--- src/rtl/bht_port_scheduler.sv ---
// bht_port_scheduler
// Arbitrates a single-port branch history table (2-bit saturating counters)
// between fetch-stage lookups and execute-stage updates. Resolved updates are
// queued in a small FIFO and applied as read-modify-write pairs whenever no
// lookup claims the port, or unconditionally once the FIFO is full.
//
// Ports
//   clk, arst_n                       clock, asynchronous active-low reset
//   lookup_valid/idx/ready            prediction request handshake
//   pred_valid, pred_taken            prediction, one cycle after acceptance
//   upd_valid/idx/taken/ready         resolved-branch update handshake
//   busy                              initialisation sweep in progress
//   tbl_en/we/addr/wdata, tbl_rdata   single-port table, 1-cycle read latency
//   stat_lookups, stat_updates        only when BHT_SCHED_STATS_EN is defined
//
// Build option: define BHT_SCHED_STATS_EN to add the saturating 16-bit
// lookup/update activity counters.
module bht_port_scheduler #(
  parameter int unsigned LOWER  = 5,
  parameter int unsigned QDEPTH = 4
) (
  input  logic             clk,
  input  logic             arst_n,
  input  logic             lookup_valid,
  input  logic [LOWER-1:0] lookup_idx,
  output logic             lookup_ready,
  output logic             pred_valid,
  output logic             pred_taken,
  input  logic             upd_valid,
  input  logic [LOWER-1:0] upd_idx,
  input  logic             upd_taken,
  output logic             upd_ready,
  output logic             busy,
  output logic             tbl_en,
  output logic             tbl_we,
  output logic [LOWER-1:0] tbl_addr,
  output logic [1:0]       tbl_wdata,
  input  logic [1:0]       tbl_rdata
`ifdef BHT_SCHED_STATS_EN
  ,
  output logic [15:0]      stat_lookups,
  output logic [15:0]      stat_updates
`endif
);

  localparam int unsigned PtrW = (QDEPTH > 1) ? $clog2(QDEPTH) : 1;
  localparam int unsigned CntW = $clog2(QDEPTH + 1);

  typedef enum logic [1:0] {StInit, StRun, StUpdWr} state_e;

  state_e           state_q, state_d;
  logic [LOWER-1:0] sweep_q, sweep_d;
  logic [PtrW-1:0]  wr_ptr_q, rd_ptr_q;
  logic [CntW-1:0]  count_q;
  logic             pred_valid_q;

  logic [LOWER-1:0] q_idx   [QDEPTH];
  logic             q_taken [QDEPTH];

  logic             full, empty, push, pop, lookup_acc;
  logic             en, we;
  logic [LOWER-1:0] head_idx;
  logic             head_taken;

  assign full       = (count_q == CntW'(QDEPTH));
  assign empty      = (count_q == '0);
  assign push       = upd_valid && !full;
  assign upd_ready  = !full;
  assign head_idx   = q_idx[rd_ptr_q];
  assign head_taken = q_taken[rd_ptr_q];
  assign busy       = (state_q == StInit);

  always_comb begin
    state_d      = state_q;
    sweep_d      = sweep_q;
    en           = 1'b0;
    we           = 1'b0;
    tbl_addr     = '0;
    tbl_wdata    = 2'b00;
    lookup_ready = 1'b0;
    lookup_acc   = 1'b0;
    pop          = 1'b0;
    unique case (state_q)
      StInit: begin
        en        = 1'b1;
        we        = 1'b1;
        tbl_addr  = sweep_q;
        tbl_wdata = 2'b01;
        sweep_d   = sweep_q + LOWER'(1);
        if (sweep_q == {LOWER{1'b1}}) state_d = StRun;
      end
      StRun: begin
        // A full FIFO drops lookup_ready, which hands the port to the drain.
        lookup_ready = !full;
        if (lookup_valid && !full) begin
          en         = 1'b1;
          tbl_addr   = lookup_idx;
          lookup_acc = 1'b1;
        end else if (!empty) begin
          en       = 1'b1;
          tbl_addr = head_idx;
          state_d  = StUpdWr;
        end
      end
      StUpdWr: begin
        en       = 1'b1;
        we       = 1'b1;
        tbl_addr = head_idx;
        pop      = 1'b1;
        state_d  = StRun;
        if (head_taken) tbl_wdata = (tbl_rdata == 2'b11) ? 2'b11 : tbl_rdata + 2'b01;
        else            tbl_wdata = (tbl_rdata == 2'b00) ? 2'b00 : tbl_rdata - 2'b01;
      end
      default: state_d = StInit;
    endcase
  end

  // The INIT sweep is combinational from state, so the port is forced quiet
  // while reset is held.
  assign tbl_en = en & arst_n;
  assign tbl_we = we & arst_n;

  assign pred_valid = pred_valid_q;
  assign pred_taken = pred_valid_q & tbl_rdata[1];

  always_ff @(posedge clk or negedge arst_n) begin
    if (!arst_n) begin
      state_q      <= StInit;
      sweep_q      <= '0;
      wr_ptr_q     <= '0;
      rd_ptr_q     <= '0;
      count_q      <= '0;
      pred_valid_q <= 1'b0;
    end else begin
      state_q      <= state_d;
      sweep_q      <= sweep_d;
      pred_valid_q <= lookup_acc;
      if (push) wr_ptr_q <= wr_ptr_q + PtrW'(1);
      if (pop)  rd_ptr_q <= rd_ptr_q + PtrW'(1);
      if (push && !pop)      count_q <= count_q + CntW'(1);
      else if (pop && !push) count_q <= count_q - CntW'(1);
    end
  end

  // Payload storage needs no reset; validity is tracked by the pointers.
  always_ff @(posedge clk) begin
    if (push) begin
      q_idx[wr_ptr_q]   <= upd_idx;
      q_taken[wr_ptr_q] <= upd_taken;
    end
  end

`ifdef BHT_SCHED_STATS_EN
  logic [15:0] stat_lookups_q, stat_updates_q;

  always_ff @(posedge clk or negedge arst_n) begin
    if (!arst_n) begin
      stat_lookups_q <= '0;
      stat_updates_q <= '0;
    end else begin
      if (lookup_acc && stat_lookups_q != 16'hFFFF) stat_lookups_q <= stat_lookups_q + 16'd1;
      if (pop && stat_updates_q != 16'hFFFF)        stat_updates_q <= stat_updates_q + 16'd1;
    end
  end

  assign stat_lookups = stat_lookups_q;
  assign stat_updates = stat_updates_q;
`endif

endmodule

--- config.mk ---
export PLATFORM = sky130hd
export DESIGN_NAME = bht_port_scheduler
export DESIGN_NICKNAME = d
export VERILOG_FILES = /design/src/rtl/bht_port_scheduler.sv
export SDC_FILE = /design/constraint.sdc
export NUM_CORES = 1
export LEC_CHECK = 0
export CORE_MARGIN = 2
export CORE_UTILIZATION = 40
export DETAILED_ROUTE_END_ITERATION = 10
export MAX_ROUTING_LAYER = met4
export SKIP_LAST_GASP = 1
export SLEW_MARGIN = 20
export SYNTH_ARGS = -nofsm -noshare
export SYNTH_HDL_FRONTEND = slang
export SYNTH_SLANG_ARGS = --single-unit
--- constraint.sdc ---
create_clock -name clk -period 2.9 [get_ports clk]
set_input_delay 0.58 -clock clk [delete_from_list [all_inputs] [get_ports clk]]
set_output_delay 0.58 -clock clk [all_outputs]
set_load 0.02 [all_outputs]
==> reports/summary.log, run 1 <==
qor: outcome.status completed
qor: yosys.syn-mean-instance-area 14.6 um^2
qor: yosys.synthesis.yosys.warnings 0
qor: yosys.synth_flop_cell edfxtp_1
qor: die.fp.coreArea 4440 um^2
qor: yosys.yosys.area_share.simple 0.0981
qor: die.die-width 72.7 um
qor: yosys.synth_area_leaders edfxtp_1, dfrtp_1, mux4_2, ha_1, xnor2_1
qor: worst_setup_path.setup.worst_path.class in -> out
qor: sta.final-setup-viol-count 0
qor: power.vdd.ir_drop.worst 0.000475 V
qor: sta.hold_viol_final 0
qor: yosys.synthesis.instances 129
qor: clock_tree.tritoncts yes
qor: die.num_rows 24
qor: power.p_leak 0.939 nW
qor: power.p_per_area 1130 nW/um^2
qor: route.wirelength 3690 um
qor: worst_setup_path.critical_path.max_fanout 7
qor: layout.antenna_cells 0
qor: sta.grt_setup_unrepaired no
qor: die.die_footprint 5280 um^2
qor: yosys.ys_ff_latch 39
qor: yosys.dominant_combinational_cell_family_by_area_after_synthesis simple AND/OR/NAND/NOR gates
qor: yosys.postSynth.asyncResetShare 0.385
qor: place.detailed_place_hpwl 2820 um
qor: route.drt-initial-drc-count 86
qor: worst_setup_path.register_to_register_path_setup_slack 0.77 ns
qor: route.drc_errors 0
qor: sta.max_clock_freq 358 MHz
qor: route.detail_route.first_pass.iterations 5
qor: die.start_util 0.425
qor: clock_tree.clk-insertion-delay-late 0.29 ns
qor: layout.final_design_area_no_fill 2400 um^2
qor: clock_tree.clockBufferDepth 2
qor: grt.maximum_number_of_pins_on_one_net_before_global_route_repair 14
qor: yosys.synth_mux_area_frac 0.0895
qor: route.antenna_left 0
qor: sta.min_period 2.79 ns
qor: sta.tns 0 ns
qor: die.die-height 72.7 um
qor: sta.timing_worst_slew_pin_value 0.333 ns
qor: place.number_of_port_buffers 30
qor: clock_tree.cts.clk_slew.worst_paths 0.08 ns
qor: yosys.yosysUniqueCellTypes 36
qor: route.route.vias.total 1,214
qor: place.detailed_place.area 2290 um^2
qor: worst_setup_path.crit_family compound AO/OA/AOI/OAI gates
qor: place.final_replace_weighted_congestion 0.840
qor: grt.initial_antenna_violation_count 0
qor: clock_tree.cts_inserted_buffers 5
qor: yosys.syn-cell-area 1890 um^2
qor: layout.areaGrowthSynthToFinish 27.0%
qor: yosys.postSynthNetCount 154
qor: grt.global_route_wire_length_before_repair 6130 um
qor: clock_tree.numClockSinks 39
qor: grt.gr-usage-all-layers 0.161
qor: worst_setup_path.timing.critical_path.to_type output pin
qor: clock_tree.cts.root.buffer_cell clkbuf_8
qor: die.ios 31
qor: yosys.compound_cell_area_share_of_the_yosys_netlist 0.0908
qor: sta.worst_clock_skew 0.00832 ns
qor: yosys.synth_seq_area_share 0.581
qor: layout.layout-drive-gt1-share 0.223
qor: route.routed_via_density 5.35
qor: yosys.synth-adder-area-share 0.0570
qor: worst_setup_path.critical_path.slowest_cell clkdlybuf4s50_1
qor: worst_setup_path.crit_chain clkdlybuf4s50_1 -> o21ai_0 -> a31o_4 -> a222oi_1 -> o22ai_1 -> clkdlybuf4s15_1
qor: grt.grt_pass1_vias 1,219
qor: layout.total_number_of_nets_in_the_final_design 199
qor: worst_setup_path.timing.critical_path.required 2.32 ns
qor: worst_setup_path.crit_arrival 2.21 ns
qor: route.avgRoutedWirePerCell 16.2 um
qor: sta.relSlewSlack 0.778
qor: clock_tree.ctsHoldBuffers 0
qor: sta.fraction_of_the_cycle_the_final_worst_path_needs 0.962
qor: sta.final-max-slew-violation-count 0
qor: worst_setup_path.critPathMaxStageDelay 0.47 ns
qor: worst_setup_path.timing.critical_path.from_type input pin
qor: yosys.yosysTopAreaCell edfxtp_1
qor: worst_setup_path.cp_num_buf_inv 2
qor: min_path.hp-class reg -> reg
qor: yosys.most_instantiated_library_cell_after_synthesis edfxtp_1
qor: yosys.most_frequent_cells_after_synthesis edfxtp_1, dfrtp_1, nand2_1
qor: clock_tree.cts.htree.levels 2
qor: grt.overflow 0
qor: yosys.synth_largest_type_area_fraction 0.382
qor: run.cap_viol_max_count 0
qor: yosys.synth_xor_area_frac 0.0418
qor: yosys.synth-edff-count 24
-- power by group --
group	switching [mW]	total, mW	internal, mW
sequential	0.153	0.930	0.777
combinational	0.672	1.32	0.651
clock	0.188	0.444	0.256
total	1.01	2.70	1.68
-- routing by layer --
metal,GRT usage,vias to the layer above,routed length [um]
met5,-,-,0
met4,0.0473,0,11
met3,0.0525,2,247
met2,0.244,42,1810
met1,0.207,595,1620
li1,-,575,-
-- sequential cells by signal, summed over array words and instances, names as in the netlist --
signal      count
count_q         3
pred_valid      1
q_idx          20
q_taken         4
rd_ptr_q        2
state_q         2
sweep_q         5
wr_ptr_q        2
-- final cells by class --
type	count	area, um^2
Clock buffer	5	68.8
Sequential cell	39	1100
Inverter	6	22.5
Tap cell	52	65.1
Clock inverter	3	43.8
Timing Repair Buffer	43	387
Multi-Input combinational cell	79	712
Fill cell	384	2050
-- cell usage in the layout (no fill, tap or decap), drive strengths merged, types with 6 or more instances in the layout --
master | netlist | final
ha | 7 | 7
inv | 6 | 6
and2 | 6 | 6
clkbuf | 4 | 7
mux4 | 6 | 6
dfrtp | 15 | 15
edfxtp | 24 | 24
nand2 | 8 | 8
buf | 1 | 13
xnor2 | 6 | 6
clkdlybuf4s50 | 0 | 23
-- logic make-up (layout without fill, tap and decap cells) --
kind of cell	count (synthesis)	count (layout)
AND/OR/NAND/NOR	30	30
flip-flops	39	39
XOR/XNOR	9	9
adder cells (fa/ha/maj)	8	8
AO/OA/AOI/OAI	23	23
buffers and inverters	11	57
multiplexers	9	9
-- path summary, 6_finish.rpt --
kind	end	cells past startpoint	from
worst max-delay path	tbl_addr[3]	6	lookup_valid
worst min-delay path	sweep_q[2]$_DFFE_PN0N_	1	sweep_q[2]$_DFFE_PN0N_
worst max register to register	count_q[1]$_DFFE_PN0P_	8	count_q[1]$_DFFE_PN0P_
worst min register to register	sweep_q[2]$_DFFE_PN0N_	1	sweep_q[2]$_DFFE_PN0N_
max in group asynchronous	rd_ptr_q[0]$_DFFE_PN0P_	2	arst_n
min in group asynchronous	count_q[0]$_DFFE_PN0P_	2	arst_n
-- worst reg2reg max path, stage by stage, from the launching register on --
cell and delay (ns):
dfrtp_1 0.40, buf_4 0.16, nor3b_2 0.27, buf_4 0.18, nor2b_1 0.06, ha_1 0.20, inv_1 0.08, fa_1 0.40
mux2_2 0.27
-- metrics by stage --
step / hold slack, ns / setup slack, ns / std cells / power [mW] / util
finish: 0.504 / 0.110 / 227 / 2.70 / 0.539
global route: 0.520 / 0.0120 / 227 / 2.90 / 0.539
CTS: 0.502 / 0.0410 / 227 / 2.73 / 0.540
detailed placement: 0.486 / -0.176 / 218 / 2.33 / 0.514
global placement: 0.473 / -0.118 / 218 / 2.28 / 0.514
floorplan: 0.284 / 0.756 / 129 / 1.84 / -
-- repair_timing --
item | 4_1_cts | 5_1_grt
gates resized for setup | 7 | 6
gates cloned | 0 | 0
pin swaps | 0 | 1
setup endpoints to repair | 7 | 4
setup buffers | 1 | 0
Power figures use the tool's default switching activity.
==> inputs of run 2 (changes only) <==
--- a/config.mk
+++ b/config.mk
@@ -7,6 +7,7 @@
 export LEC_CHECK = 0
 export CORE_MARGIN = 2
 export CORE_UTILIZATION = 40
+export CTS_CLUSTER_DIAMETER = 50
 export DETAILED_ROUTE_END_ITERATION = 10
 export MAX_ROUTING_LAYER = met4
 export SKIP_LAST_GASP = 1
==> results of run 2 <==
No change in the layout: final DEF, timing and power equal those of run 1.
==> inputs of run 3 (changes only) <==
--- a/config.mk
+++ b/config.mk
@@ -5,11 +5,13 @@
 export SDC_FILE = /design/constraint.sdc
 export NUM_CORES = 1
 export LEC_CHECK = 0
+export CAP_MARGIN = 20
 export CORE_MARGIN = 2
-export CORE_UTILIZATION = 40
+export CORE_UTILIZATION = 52
 export CTS_CLUSTER_DIAMETER = 50
 export DETAILED_ROUTE_END_ITERATION = 10
 export MAX_ROUTING_LAYER = met4
+export PLACE_DENSITY = 0.78
 export SKIP_LAST_GASP = 1
 export SLEW_MARGIN = 20
 export SYNTH_ARGS = -nofsm -noshare
==> run 3 against run 2 <==
Clock power down 36%. Non-clock buffer count grew 2. Core utilization rose by 15 points. Global-route usage grew 2.9 points. Sequential share of layout area grew 0.71 points. Via count up 4.0%. Clock skew decreased by 0.0020 ns. Highest routed layer unchanged.
==> reports/summary.log, run 3 (synthesized netlist as in run 1, its figures left out) <==
qor: outcome.status completed
qor: layout.layout-drive-gt1-share 0.237 [+0.0144]
qor: sta.timing_worst_slew_pin_value 0.375 ns [+0.0419 ns]
qor: route.route.top_layer_used met4
qor: layout.finalCoreUtilization 0.692 [+0.153]
qor: run.cap_viol_max_count 0 [unchanged]
qor: sta.final-max-slew-violation-count 0 [unchanged]
qor: layout.final_design_area_no_fill 2360 um^2 [-1.3%]
qor: route.m1WireLength 1530 um [-5.1%]
qor: die.start_util 0.552 [+0.128]
qor: route.detail_route.first_pass.iterations 4 [-1]
qor: layout.antenna_cells 0 [unchanged]
qor: layout.largest_register_ff_count 20 [unchanged]
qor: layout.max_flop_register q_idx
qor: route.antenna_left 0 [unchanged]
qor: power.intPower 1.56 mW [-7.3%]
qor: die.die-height 64.2 um [-12%]
qor: sta.max_clock_freq 355 MHz [-0.90%]
qor: route.routed_via_density 5.66 [+5.9%]
qor: clock_tree.clockBufferDepth 2 [unchanged]
qor: grt.gr-usage-all-layers 0.190 [+0.0291]
qor: clock_tree.tritoncts yes
qor: power.p_switching 1.02 mW [+0.88%]
qor: worst_setup_path.setup.worst_path.class reg -> out
qor: power.part_of_the_power_in_combinational_logic 0.520 [+0.030]
qor: place.detailed_place.area 2260 um^2 [-0.99%]
qor: power.p_per_area 1090 nW/um^2 [-2.9%]
qor: clock_tree.cts_inserted_buffers 5 [unchanged]
qor: clock_tree.cts.root.buffer_cell clkbuf_4
qor: place.detailed_place_hpwl 2640 um [-6.5%]
qor: place.final_replace_weighted_congestion 0.883 [+5.1%]
qor: layout.areaGrowthSynthToFinish 25.3%
qor: route.route.vias.total 1,263 [+4.0%]
qor: sta.worst_slack 0.0850 ns [-0.0253 ns]
qor: die.die_footprint 4130 um^2 [-22%]
qor: layout.fill_cells 245 [-36%]
qor: route.dr_wl_met3 237 um [-4.0%]
qor: power.share_clk_of_total_power 0.109 [-0.056]
qor: power.seq_power_share 0.371 [+0.026]
qor: worst_setup_path.critical_path.slowest_cell dfrtp_2
qor: min_path.hp-class reg -> reg
qor: sta.relSlewSlack 0.750 [-0.0279]
qor: clock_tree.cts.htree.levels 2 [unchanged]
qor: die.num_rows 21 [-13%]
qor: grt.overflow 0 [unchanged]
qor: worst_setup_path.timing.critical_path.from_type register
qor: route.drc_errors 0 [unchanged]
qor: layout.reg.largest.list q_idx x20, sweep_q x5, q_taken x4
qor: die.ios 31 [unchanged]
qor: worst_setup_path.critical_path.max_fanout 6 [-1]
qor: power.p_leak 0.917 nW [-2.4%]
qor: worst_setup_path.timing.critical_path.required 2.32 ns [about the same]
qor: power.fin_total_pwr 2.58 mW [-4.2%]
qor: sta.hold_viol_final 0 [unchanged]
qor: sta.fraction_of_the_cycle_the_final_worst_path_needs 0.971 [+0.00871]
qor: sta.grt_setup_unrepaired no
qor: route.avgRoutedWirePerCell 15.8 um [-2.5%]
qor: power.vdd.ir_drop.worst 0.000465 V [-2.1%]
qor: sta.worst_clock_skew 0.00628 ns [-0.00204 ns]
qor: layout.mostFrequentLayoutCell edfxtp_1
qor: route.wirelength 3530 um [-4.2%]
qor: route.wl_met2 1750 um [-3.4%]
qor: worst_setup_path.critPathMaxStageDelay 0.46 ns [about the same]
qor: worst_setup_path.timing.critical_path.to_type output pin
qor: power.power.switching_fraction 0.395 [+0.0200]
qor: clock_tree.ctsHoldBuffers 0 [unchanged]
qor: clock_tree.numClockSinks 39 [unchanged]
qor: grt.initial_antenna_violation_count 0 [unchanged]
qor: die.die-width 64.2 um [-12%]
qor: clock_tree.cts.clk_slew.worst_paths 0.12 ns [+0.04 ns]
qor: worst_setup_path.crit_chain or3_4 -> a31o_4 -> a222oi_1 -> o22ai_1 -> dlygate4sd2_1
qor: grt.grt_pass1_vias 1,235 [+1.3%]
qor: place.place_worst_setup_slack -0.217 ns [-0.0409 ns]
qor: layout.total_number_of_nets_in_the_final_design 201 [+1.0%]
qor: worst_setup_path.crit_arrival 2.24 ns [+0.03 ns]
qor: route.drt-initial-drc-count 82 [-4.7%]
qor: layout.final_cell_mix edfxtp_1, clkdlybuf4s50_1, buf_4
qor: sta.tns 0 ns [unchanged]
qor: sta.final-setup-viol-count 0 [unchanged]
qor: grt.maximum_number_of_pins_on_one_net_before_global_route_repair 15 [+1]
qor: clock_tree.clk-insertion-delay-late 0.34 ns [+0.05 ns]
qor: die.fp.coreArea 3420 um^2 [-23%]
qor: place.number_of_port_buffers 30 [unchanged]
qor: sta.min_period 2.82 ns [+0.0253 ns]
qor: grt.global_route_wire_length_before_repair 5740 um [-6.3%]
-- run 3: cell count changes in the layout (fill, tap and decap cells not counted), sizes merged --
| cell | change |
|---|---|
| bufinv | -1 |
| clkinvlp | +2 |
| clkdlybuf4s50 | -1 |
| dlygate4sd2 | +3 |
| clkinv | -2 |
| buf | +2 |
| inv | +1 |
| clkbuf | -2 |
-- run 3: worst paths after layout --
check | depth (start not counted) | startpoint | to | slack, ns
min | 1 | sweep_q[2]$_DFFE_PN0N_ | sweep_q[2]$_DFFE_PN0N_ | 0.50
min in group asynchronous | 2 | arst_n | sweep_q[2]$_DFFE_PN0N_ | 0.58
max in group asynchronous | 2 | arst_n | count_q[1]$_DFFE_PN0P_ | 2.13
max | 5 | count_q[1]$_DFFE_PN0P_ | tbl_addr[1] | 0.08
max reg2reg | 6 | state_q[1]$_DFFE_PN0P_ | count_q[1]$_DFFE_PN0P_ | 0.82
min reg2reg | 1 | sweep_q[2]$_DFFE_PN0N_ | sweep_q[2]$_DFFE_PN0N_ | 0.50
-- run 3: per-stage QoR --
stage,std cells,hold WS [ns]
final,223,0.498
after global placement,210,0.473
after global routing,223,0.509
after detailed placement,210,0.482
after CTS,219,0.502
after floorplan,129,0.284
-- run 3: final cells by class --
cell class / instances / area (um^2) / share of cell area
multi-input combinational: 79 / 716 / 0.303
timing repair buffer: 45 / 408 / 0.172
sequential: 39 / 1100 / 0.465
clock buffer: 5 / 37.5 / 0.0159
tap: 46 / 57.6 / 0.0243
inverter: 6 / 22.5 / 0.00952
clock inverter: 3 / 23.8 / 0.0101
-- run 3: routing by layer --
metal  GRT usage  vias up
li1            -      587
met1       0.231      613
met2       0.314       61
met3      0.0528        2
met4      0.0532        0
met5           -        -
-- run 3: what timing repair did --
| item | in CTS | in global routing |
|---|---|---|
| buffers inserted | 1 | 4 |
| resized for setup | 9 | 5 |
| setup endpoints to repair | 7 | 3 |
| hold endpoints to repair | 0 | 0 |
| pin swaps | 0 | 0 |
-- run 3: power groups by stage --
| stage | registers, mW | logic [mW] | clock network (mW) |
|---|---|---|---|
| 6_report | 0.958 | 1.34 | 0.283 |
| 5_1_grt | 0.979 | 1.45 | 0.313 |
| 4_1_cts | 0.959 | 1.29 | 0.293 |
| 3_5_place_dp | 0.971 | 1.35 | 0 |
| 3_3_place_gp | 0.953 | 1.30 | 0 |
| 2_1_floorplan | 0.887 | 0.950 | 0 |
-- run 3: worst max-delay path, delay by kind of cell, from the launching register on --
family	cells	cell delay (ns)
AOI/OAI and AO/OA	3	0.68
DFF	1	0.46
buffers and inverters	1	0.34
and+or+nand+nor	1	0.41
